===== src/rtl/sdff_pipe.sv =====
// DEPTH-stage valid/ready register pipeline using only synchronous-reset, clock-enabled flops.
// Optional macro SDFF_PIPE_SRST_GATED_EN: when defined, reset is qualified by EN.
module sdff_pipe #(
   parameter int               WIDTH        = 1,
   parameter int               DEPTH        = 2,
   parameter bit               CLK_POLARITY = 1'b1,
   parameter logic [WIDTH-1:0] SRST_VALUE   = '0
) (
   input  logic                       CLK,
   input  logic                       SRST,
   input  logic                       EN,
   input  logic                       IN_VALID,
   output logic                       IN_READY,
   input  logic [WIDTH-1:0]           IN_DATA,
   output logic                       OUT_VALID,
   input  logic                       OUT_READY,
   output logic [WIDTH-1:0]           OUT_DATA,
   output logic [$clog2(DEPTH+1)-1:0] COUNT
);

   localparam int CW = $clog2(DEPTH + 1);

   logic [DEPTH-1:0]            valid_q;
   logic [DEPTH-1:0]            valid_d;
   logic [DEPTH-1:0][WIDTH-1:0] data_q;
   logic [DEPTH-1:0][WIDTH-1:0] data_d;
   logic [CW-1:0]               count_q;
   logic [CW-1:0]               count_d;
   logic [DEPTH-1:0]            can_load;
   logic                        in_xfer;
   logic                        out_xfer;
   logic                        rst_eff;

`ifdef SDFF_PIPE_SRST_GATED_EN
   assign rst_eff = SRST & EN;
`else
   assign rst_eff = SRST;
`endif

   // A stage can load when it is empty or its own content moves on this edge;
   // this is what lets empty stages behind a stall fill up.
   always_comb begin
      logic chain;
      can_load = '0;
      chain    = ~valid_q[DEPTH-1] | OUT_READY;
      can_load[DEPTH-1] = chain;
      for (int i = DEPTH - 2; i >= 0; i--) begin
         chain       = ~valid_q[i] | chain;
         can_load[i] = chain;
      end
   end

   assign IN_READY  = EN & can_load[0];
   assign in_xfer   = IN_VALID & IN_READY;
   assign out_xfer  = valid_q[DEPTH-1] & OUT_READY & EN;
   assign OUT_VALID = valid_q[DEPTH-1];
   assign OUT_DATA  = data_q[DEPTH-1];
   assign COUNT     = count_q;

   always_comb begin
      valid_d = valid_q;
      data_d  = data_q;
      if (EN && can_load[0]) begin
         valid_d[0] = IN_VALID;
         data_d[0]  = IN_DATA;
      end
      for (int i = 1; i < DEPTH; i++) begin
         if (EN && can_load[i]) begin
            valid_d[i] = valid_q[i-1];
            data_d[i]  = data_q[i-1];
         end
      end
   end

   always_comb begin
      count_d = count_q;
      case ({in_xfer, out_xfer})
         2'b10:   count_d = count_q + CW'(1);
         2'b01:   count_d = count_q - CW'(1);
         default: count_d = count_q;
      endcase
   end

   generate
      if (CLK_POLARITY) begin : g_pos
         always_ff @(posedge CLK) begin
            if (rst_eff) begin
               valid_q <= '0;
               data_q  <= {DEPTH{SRST_VALUE}};
               count_q <= '0;
            end else if (EN) begin
               valid_q <= valid_d;
               data_q  <= data_d;
               count_q <= count_d;
            end
         end
      end else begin : g_neg
         always_ff @(negedge CLK) begin
            if (rst_eff) begin
               valid_q <= '0;
               data_q  <= {DEPTH{SRST_VALUE}};
               count_q <= '0;
            end else if (EN) begin
               valid_q <= valid_d;
               data_q  <= data_d;
               count_q <= count_d;
            end
         end
      end
   endgenerate

endmodule


===== config.mk =====
export PLATFORM = sky130hd
export DESIGN_NAME = sdff_pipe
export DESIGN_NICKNAME = d
export VERILOG_FILES = /design/src/rtl/sdff_pipe.sv
export SDC_FILE = /design/constraint.sdc
export NUM_CORES = 1
export LEC_CHECK = 0
export BUFFER_PORTS_ARGS = -buffer_cell sky130_fd_sc_hd__buf_2
export CAP_MARGIN = 40
export CORE_AREA = 3 3 40 42
export DETAILED_ROUTE_END_ITERATION = 7
export DIE_AREA = 0 0 43 45
export RECOVER_POWER = 100
export SLEW_MARGIN = 20
export SYNTH_ARGS = -nofsm -noshare
export SYNTH_HDL_FRONTEND = slang
export SYNTH_SLANG_ARGS = --single-unit

===== constraint.sdc =====
create_clock -name CLK -period 3.4 [get_ports CLK]
set_input_delay 1.02 -clock CLK [delete_from_list [all_inputs] [get_ports CLK]]
set_output_delay 1.02 -clock CLK [all_outputs]
set_load 0.02 [all_outputs]

==> results.py, run 1 <==
metrics = {
    "critical_path": {
        "max_stage_delay_ps": 270,
        "timing.critical_path.arrival_ps": 1870,
        "most_repeated_library_cell_on_the_critical_path": "sky130_fd_sc_hd__clkbuf_1",
        "slowest_cp_cell": "sky130_fd_sc_hd__clkbuf_1",
        "worstPathMaxFanout": 7,
        "critical_path.startpoint_type": "input pin",
        "critPathKind": "input pin to primary output",
        "cp_num_buf_inv": 3,
        "cp_cell_sequence": "clkbuf_1 > inv_1 > a21oi_1 > clkbuf_1",
        "critical-path-top-delay-family": "buffers and inverters",
        "crit_required_ps": 2380,
        "setup.worst_path.end_class": "primary output",
    },
    "synth": {
        "syn_area_um2": 300,
        "synth_top_flop_cell": "sky130_fd_sc_hd__dfxtp_1",
        "async_flop_share": 0,
        "synth-warning-count": 0,
        "syn_inst": 32,
        "yosys.area.top_type": "sky130_fd_sc_hd__dfxtp_1",
        "yosys.area.top_type_share": 0.400,
        "synthesis.area_per_instance_um2": 9.38,
        "yosys.cell_count.top_type": "sky130_fd_sc_hd__dfxtp_1",
        "synth_enable_flop_cells": 0,
        "synthesis.nets": 39,
        "ys_seq_area_frac": 0.400,
        "post_synth_num_cell_types": 18,
        "synth_area_leaders": "sky130_fd_sc_hd__dfxtp_1 (40%), sky130_fd_sc_hd__nand2b_1 (6.3%), sky130_fd_sc_hd__a21oi_4 (5.4%)",
        "synthTopCellsByCount": "sky130_fd_sc_hd__dfxtp_1 (6), sky130_fd_sc_hd__a21oi_1 (3), sky130_fd_sc_hd__nand2_1 (3), sky130_fd_sc_hd__nand2b_1 (3), sky130_fd_sc_hd__nor2_1 (3)",
        "ys_ff_latch": 6,
    },
    "clocking": {
        "clk_pin_slew_worst_paths_ps": 40,
        "cts.repair_timing.setup_buffer_count": 0,
        "ctsResizeCount": 0,
        "cts_num_sinks": 6,
        "ctsLongestPathBuffers": 2,
        "cts_tree": "done",
        "ctsHoldBuffers": 0,
        "clock_tree.htree_level_count": 1,
        "cts_buffers": 3,
        "insertion_delay_ps": 240,
        "cts_root_buffer": "sky130_fd_sc_hd__clkbuf_4",
    },
    "global_route": {
        "grt_first_pass_wirelength_um": 848,
        "grt_use_total": 0.0642,
        "global_route.overflow_total": 0,
        "largest_net_degree_at_the_start_of_global_routing": 9,
        "first_global_vias": 219,
        "antenna_found_initial": 0,
    },
    "pwr": {
        "power_leakage_nw": 0.159,
        "power_share_of_the_sequential_group": 0.469,
        "p_switching_mw": 0.0402,
        "p_int_mw": 0.122,
        "power_density_nw_per_um2": 437,
        "comb_power_share": 0.127,
        "irDropWorstVdd_v": 0.000153,
        "clock_power_share": 0.404,
        "switching_share": 0.247,
    },
    "timing": {
        "relSlewSlack": 0.808,
        "max_freq_mhz": 346,
        "final.period_utilization": 0.849,
        "report.final.setup_viol": 0,
        "hold_violations": 0,
        "summed_negative_setup_slack_over_all_endpoints_ps": 0,
        "period_needed_ps": 2890,
        "tightest_pin_transition_ps": 288,
        "minimum_hold_slack_ps": 475,
        "fin_worst_skew_ps": 3.37,
        "rsz0062_at_grt": "no",
        "final_max_slew_viols": 0,
    },
    "floorplanning": {
        "std_cell_rows": 13,
        "dieArea_um2": 1940,
        "die-width_um": 43,
        "core_um2": 1280,
        "chipHeight_um": 45,
        "starting_density": 0.234,
        "pin_count": 11,
    },
    "cells_and_area": {
        "post_route_cells_drive_above_1_share": 0.200,
        "nNetsFinal": 54,
        "layout.cells.non_filler": 60,
        "flow.area_growth_from_synthesis_pct": 23.7,
        "layout.core_utilization": 0.289,
        "diodes": 0,
    },
    "placed_design": {
        "port_buffers": 10,
        "numPlacedInstances": 57,
        "hpwl_um": 450,
        "globalplace.congestion": 0.646,
    },
    "detailed_routing": {
        "initialDrtViolationCount": 2,
        "postRouteAntennaNets": 0,
        "drc": 0,
        "sum_of_routed_wire_length_over_all_layers_um": 575,
        "via_count": 256,
        "drt-vias-per-instance": 4.27,
        "drt_first_pass_iters": 2,
        "wl_per_cell_um": 9.58,
    },
    "job": {
        "max_cap_viol_count": 0,
    },
    "status": {
        "run_status": "finished clean",
    },
    "min_path": {
        "hp-class": "flip-flop to flip-flop",
    },
}
-- layer usage --
layer	wire, um	track usage
met1	274	0.0726
met2	244	0.0808
met3	56	0.0438
met4	0	0.0542
met5	0	0
-- per-stage QoR --
step                      total power [mW]  area, um2  worst slack [ps]
after global placement               0.100        369               818
after global routing                 0.174        372               436
final                                0.163        372               514
after CTS                            0.169        392               787
after floorplan                     0.0911        300              1100
after detailed placement             0.101        369               791
-- state kept, by name, indices dropped and copies added, names as in the netlist --
signal	flops
OUT_DATA	1
data_q	1
COUNT	2
valid_q	2
-- area by class of cell --
| class | count | area (um2) |
|---|---|---|
| repair buffers | 10 | 42.5 |
| well taps | 15 | 18.8 |
| flip-flops and latches | 6 | 120 |
| inverters | 1 | 3.75 |
| fillers | 146 | 913 |
| clock buffers | 3 | 22.5 |
| multi-input cells | 25 | 164 |
-- power groups by stage --
| stage | Clock (mW) | Combinational, mW | Sequential, mW |
|---|---|---|---|
| global placement | 0 | 0.0223 | 0.0779 |
| floorplan | 0 | 0.0113 | 0.0798 |
| global route | 0.0748 | 0.0227 | 0.0765 |
| detailed placement | 0 | 0.0226 | 0.0779 |
| finish | 0.0656 | 0.0206 | 0.0763 |
| CTS | 0.0697 | 0.0228 | 0.0766 |
-- path summary, 6_finish.rpt --
check                                start   endpoint  slack, ps  cells past startpoint
worst max-delay path                    EN   IN_READY        510                      4
worst min-delay path             data_q[0]  data_q[0]        480                      2
worst max register to register  valid_q[1]   COUNT[1]       1690                      7
worst min register to register   data_q[0]  data_q[0]        480                      2
-- cells in the final DEF, fill, tap and decap left out, types with 2 or more instances in the layout --
cell type                  synthesis  routed
sky130_fd_sc_hd__a21oi_1           3       4
sky130_fd_sc_hd__buf_2             0       4
sky130_fd_sc_hd__clkbuf_1          0       6
sky130_fd_sc_hd__clkbuf_4          0       3
sky130_fd_sc_hd__dfxtp_1           6       6
sky130_fd_sc_hd__nand2_1           3       3
sky130_fd_sc_hd__nand2b_1          3       3
sky130_fd_sc_hd__nor2_1            3       3
sky130_fd_sc_hd__o21ai_0           2       2
-- worst register-to-register path, delay by kind of cell, from the launching register on --
| family | cells | cell delay, ps |
|---|---|---|
| compound gates | 3 | 530 |
| fa+ha+maj | 1 | 270 |
| simple gates | 3 | 480 |
| flops | 1 | 330 |
-- kinds of logic after synthesis --
| kind of cell | after synthesis | synth area share |
|---|---|---|
| multiplexers | 1 | 0.0333 |
| AND/OR/NAND/NOR | 13 | 0.263 |
| XOR/XNOR | 2 | 0.0583 |
| buffers and inverters | 1 | 0.0125 |
| adder cells (fa/ha/maj) | 1 | 0.0417 |
| flip-flops | 6 | 0.400 |
| AO/OA/AOI/OAI | 8 | 0.192 |
No activity file was read; power rests on OpenSTA's default activity.
==> run 2, diff against run 1 <==
- clock period: 3.4 -> 3 ns (I/O delays scaled with it)
==> results.py, run 2 (same netlist as run 1, synthesis figures left out) <==
metrics = {
    "status": {
        "run_status": "finished clean",
    },
    "timing": {
        "relSlewSlack": 0.818,
        "report.final.setup_viol": 0,
        "final_max_slew_viols": 0,
        "final.setup.worst_slack_ps": 400,
        "period_needed_ps": 2600,
        "summed_negative_setup_slack_over_all_endpoints_ps": 0,
        "final.period_utilization": 0.867,
        "max_freq_mhz": 385,
        "tightest_pin_transition_ps": 273,
        "hold_violations": 0,
        "minimum_hold_slack_ps": 479,
        "rsz0062_at_grt": "no",
        "fin_worst_skew_ps": 1.55,
    },
    "clocking": {
        "clk_pin_slew_worst_paths_ps": 40,
        "ctsLongestPathBuffers": 2,
        "clock_tree.htree_level_count": 1,
        "ctsHoldBuffers": 0,
        "ctsResizeCount": 0,
        "insertion_delay_ps": 240,
        "cts_root_buffer": "sky130_fd_sc_hd__clkbuf_4",
        "cts_num_sinks": 6,
        "cts_buffers": 3,
        "cts.repair_timing.setup_buffer_count": 0,
        "cts_tree": "done",
    },
    "pwr": {
        "power_leakage_nw": 0.162,
        "clock_power_share": 0.391,
        "power_share_of_the_sequential_group": 0.479,
        "comb_power_share": 0.130,
        "p_int_mw": 0.139,
        "finalPower_mw": 0.181,
        "power_density_nw_per_um2": 485,
        "p_switching_mw": 0.0421,
        "switching_share": 0.233,
        "irDropWorstVdd_v": 0.000174,
    },
    "global_route": {
        "largest_net_degree_at_the_start_of_global_routing": 9,
        "global_route.overflow_total": 0,
        "antenna_found_initial": 0,
        "grt_use_total": 0.0676,
        "grt_first_pass_wirelength_um": 952,
        "first_global_vias": 253,
    },
    "placed_design": {
        "dpl_worst_slack_ps": 634,
        "hpwl_um": 448,
        "globalplace.congestion": 0.633,
        "port_buffers": 10,
        "numPlacedInstances": 57,
        "detailed_place.area_um2": 369,
    },
    "cells_and_area": {
        "layout.cells.non_filler": 60,
        "ff_latch_area_um2": 120,
        "stdcell_area_um2": 373,
        "nNetsFinal": 54,
        "post_route_cells_drive_above_1_share": 0.222,
        "most_common_library_cell_in_the_layout_ignoring_fill_and_taps": "sky130_fd_sc_hd__dfxtp_1",
        "layout.core_utilization": 0.290,
        "fillers": 149,
        "flow.area_growth_from_synthesis_pct": 24.2,
        "multiInputGateArea_um2": 164,
        "layout_common_cells": "sky130_fd_sc_hd__dfxtp_1 (6), sky130_fd_sc_hd__clkbuf_1 (5), sky130_fd_sc_hd__buf_2 (5), sky130_fd_sc_hd__a21oi_1 (4)",
        "diodes": 0,
    },
    "detailed_routing": {
        "wl_per_cell_um": 9.63,
        "sum_of_routed_wire_length_over_all_layers_um": 578,
        "via_count": 258,
        "drt-vias-per-instance": 4.30,
        "initialDrtViolationCount": 1,
        "drc": 0,
        "drt_first_pass_iters": 2,
        "postRouteAntennaNets": 0,
    },
    "floorplanning": {
        "die-width_um": 43,
        "chipHeight_um": 45,
        "std_cell_rows": 13,
        "starting_density": 0.234,
        "core_um2": 1280,
        "dieArea_um2": 1940,
        "pin_count": 11,
    },
    "job": {
        "max_cap_viol_count": 0,
    },
    "critical_path": {
        "setup.reg_to_reg.worst_slack_ps": 1300,
        "crit_required_ps": 2100,
        "setup.worst_path.end_class": "primary output",
        "critical_path.startpoint_type": "input pin",
        "timing.critical_path.arrival_ps": 1700,
        "critPathKind": "input pin to primary output",
        "worstPathMaxFanout": 7,
    },
    "min_path": {
        "hp-class": "flip-flop to flip-flop",
    },
}
## run 2: worst paths after layout
kind,startpoint,endpoint,cells after the start
max,EN,IN_READY,4
min,OUT_DATA,OUT_DATA,2
max reg2reg,valid_q[1],COUNT[1],7
min reg2reg,OUT_DATA,OUT_DATA,2
## run 2: power by group through the flow
stage / clock [mW] / combinational (mW) / sequential (mW)
final: 0.0708 / 0.0235 / 0.0865
after global routing: 0.0834 / 0.0264 / 0.0866
after global placement: 0 / 0.0252 / 0.0882
after CTS: 0.0750 / 0.0260 / 0.0868
after detailed placement: 0 / 0.0257 / 0.0882
after floorplan: 0 / 0.0128 / 0.0904
## run 2: metal layers
metal,share of wire,global-route usage
met5,0,0
met4,0,0.0181
met3,0.11,0.0518
met2,0.41,0.0898
met1,0.47,0.0847
## run 2: critical path, cell delays in order
cell and delay, ps:
sky130_fd_sc_hd__clkbuf_1 220, sky130_fd_sc_hd__inv_1 110, sky130_fd_sc_hd__a21oi_1 250, sky130_fd_sc_hd__buf_2 220
## run 2: layout make-up
class / instances / share of cell area
Clock buffer: 3 / 0.0604
Inverter: 1 / 0.0101
Multi-Input combinational cell: 25 / 0.440
Sequential cell: 6 / 0.322
Tap cell: 15 / 0.0503
Timing Repair Buffer: 10 / 0.117
==> run 3, diff against run 2 <==
- SLEW_MARGIN: 20 -> not set
- clock period: 3 -> 2.42 ns (I/O delays scaled with it)
==> results.py, run 3 (same netlist as run 1, synthesis figures left out) <==
metrics = {
    "detailed_routing": {
        "top_routing_layer_in_use": "met4",
        "wl_per_cell_um": 9.73,
        "met3_wirelength_um": 62,
        "initialDrtViolationCount": 5,
        "sum_of_routed_wire_length_over_all_layers_um": 584,
        "met2RoutedLength_um": 230,
        "via_count": 268,
        "drt_first_pass_iters": 4,
        "postRouteAntennaNets": 0,
        "drt-vias-per-instance": 4.47,
        "met1Wirelength_um": 284,
        "drc": 0,
    },
    "timing": {
        "fin_worst_skew_ps": 1.63,
        "final.period_utilization": 0.880,
        "hold_violations": 0,
        "rsz0062_at_grt": "no",
        "max_freq_mhz": 470,
        "final_max_slew_viols": 0,
        "tightest_pin_transition_ps": 254,
        "report.final.setup_viol": 0,
        "relSlewSlack": 0.831,
        "final.setup.worst_slack_ps": 291,
        "period_needed_ps": 2130,
        "summed_negative_setup_slack_over_all_endpoints_ps": 0,
    },
    "global_route": {
        "largest_net_degree_at_the_start_of_global_routing": 9,
        "grt_first_pass_wirelength_um": 862,
        "grt_use_total": 0.0668,
        "first_global_vias": 216,
        "antenna_found_initial": 0,
        "global_route.overflow_total": 0,
    },
    "floorplanning": {
        "std_cell_rows": 13,
        "starting_density": 0.234,
        "chipHeight_um": 45,
        "dieArea_um2": 1940,
        "core_um2": 1280,
        "die-width_um": 43,
        "pin_count": 11,
    },
    "clocking": {
        "cts.repair_timing.setup_buffer_count": 0,
        "clk_pin_slew_worst_paths_ps": 40,
        "cts_tree": "done",
        "clock_tree.htree_level_count": 1,
        "ctsHoldBuffers": 0,
        "cts_buffers": 3,
        "cts_root_buffer": "sky130_fd_sc_hd__clkbuf_4",
        "ctsLongestPathBuffers": 2,
        "insertion_delay_ps": 240,
        "cts_num_sinks": 6,
        "ctsResizeCount": 0,
    },
    "critical_path": {
        "timing.critical_path.arrival_ps": 1400,
        "setup.worst_path.end_class": "primary output",
        "worstPathMaxFanout": 7,
        "crit_required_ps": 1690,
        "critical_path.startpoint_type": "input pin",
        "critPathKind": "input pin to primary output",
    },
    "placed_design": {
        "dpl_worst_slack_ps": 384,
        "numPlacedInstances": 57,
        "port_buffers": 10,
        "hpwl_um": 439,
        "globalplace.congestion": 0.658,
    },
    "cells_and_area": {
        "post_route_cells_drive_above_1_share": 0.244,
        "nNetsFinal": 54,
        "most_common_library_cell_in_the_layout_ignoring_fill_and_taps": "sky130_fd_sc_hd__dfxtp_1",
        "layout.cells.non_filler": 60,
        "layout.core_utilization": 0.299,
        "diodes": 0,
        "flow.area_growth_from_synthesis_pct": 27.9,
        "layout_common_cells": "sky130_fd_sc_hd__dfxtp_1 (6), sky130_fd_sc_hd__clkbuf_1 (5), sky130_fd_sc_hd__buf_2 (5)",
    },
    "min_path": {
        "hp-class": "flip-flop to flip-flop",
    },
    "status": {
        "run_status": "finished clean",
    },
    "pwr": {
        "power_leakage_nw": 0.164,
        "irDropWorstVdd_v": 0.000290,
        "power_density_nw_per_um2": 598,
    },
    "job": {
        "max_cap_viol_count": 0,
    },
}
==> run 3: routing by layer <==
metal | up-vias | global-route usage
met1 | 119 | 0.0730
met4 | 0 | 0.0361
met3 | 2 | 0.0677
met2 | 9 | 0.0808
met5 | - | 0
li1 | 138 | -
==> run 3: worst max-delay path, stage by stage <==
cell	delay [ps]
sky130_fd_sc_hd__clkbuf_1	190
sky130_fd_sc_hd__inv_1	130
sky130_fd_sc_hd__a21oi_4	160
sky130_fd_sc_hd__buf_2	190
==> run 3: final timing paths <==
kind / start / slack, ps / to / cells after the start
worst min register to register: OUT_DATA / 480 / OUT_DATA / 2
worst min-delay path: OUT_DATA / 480 / OUT_DATA / 2
worst max register to register: valid_q[1] / 840 / COUNT[1] / 7
worst max-delay path: EN / 290 / IN_READY / 4
==> run 3: cell type report <==
class,instances,area [um2]
fill,141,901
timing repair buffer,10,43.8
sequential,6,120
multi-input combinational,25,175
clock buffer,3,22.5
inverter,1,3.75
tap,15,18.8
==> run 3: stage by stage <==
step                hold slack, ps  cell area, um2  power (mW)
detailed placement             466             369       0.141
floorplan                      448             300       0.128
global route                   498             384       0.246
global placement               467             369       0.141
CTS                            475             392       0.238
finish                         480             384       0.230
==> run 3: power by group <==
group / leakage (nW) / switching (mW) / internal [mW]
sequential: 0.0490 / 0.00369 / 0.104
clock: 0.0138 / 0.0357 / 0.0561
combinational: 0.101 / 0.0177 / 0.0129
total: 0.164 / 0.0571 / 0.173
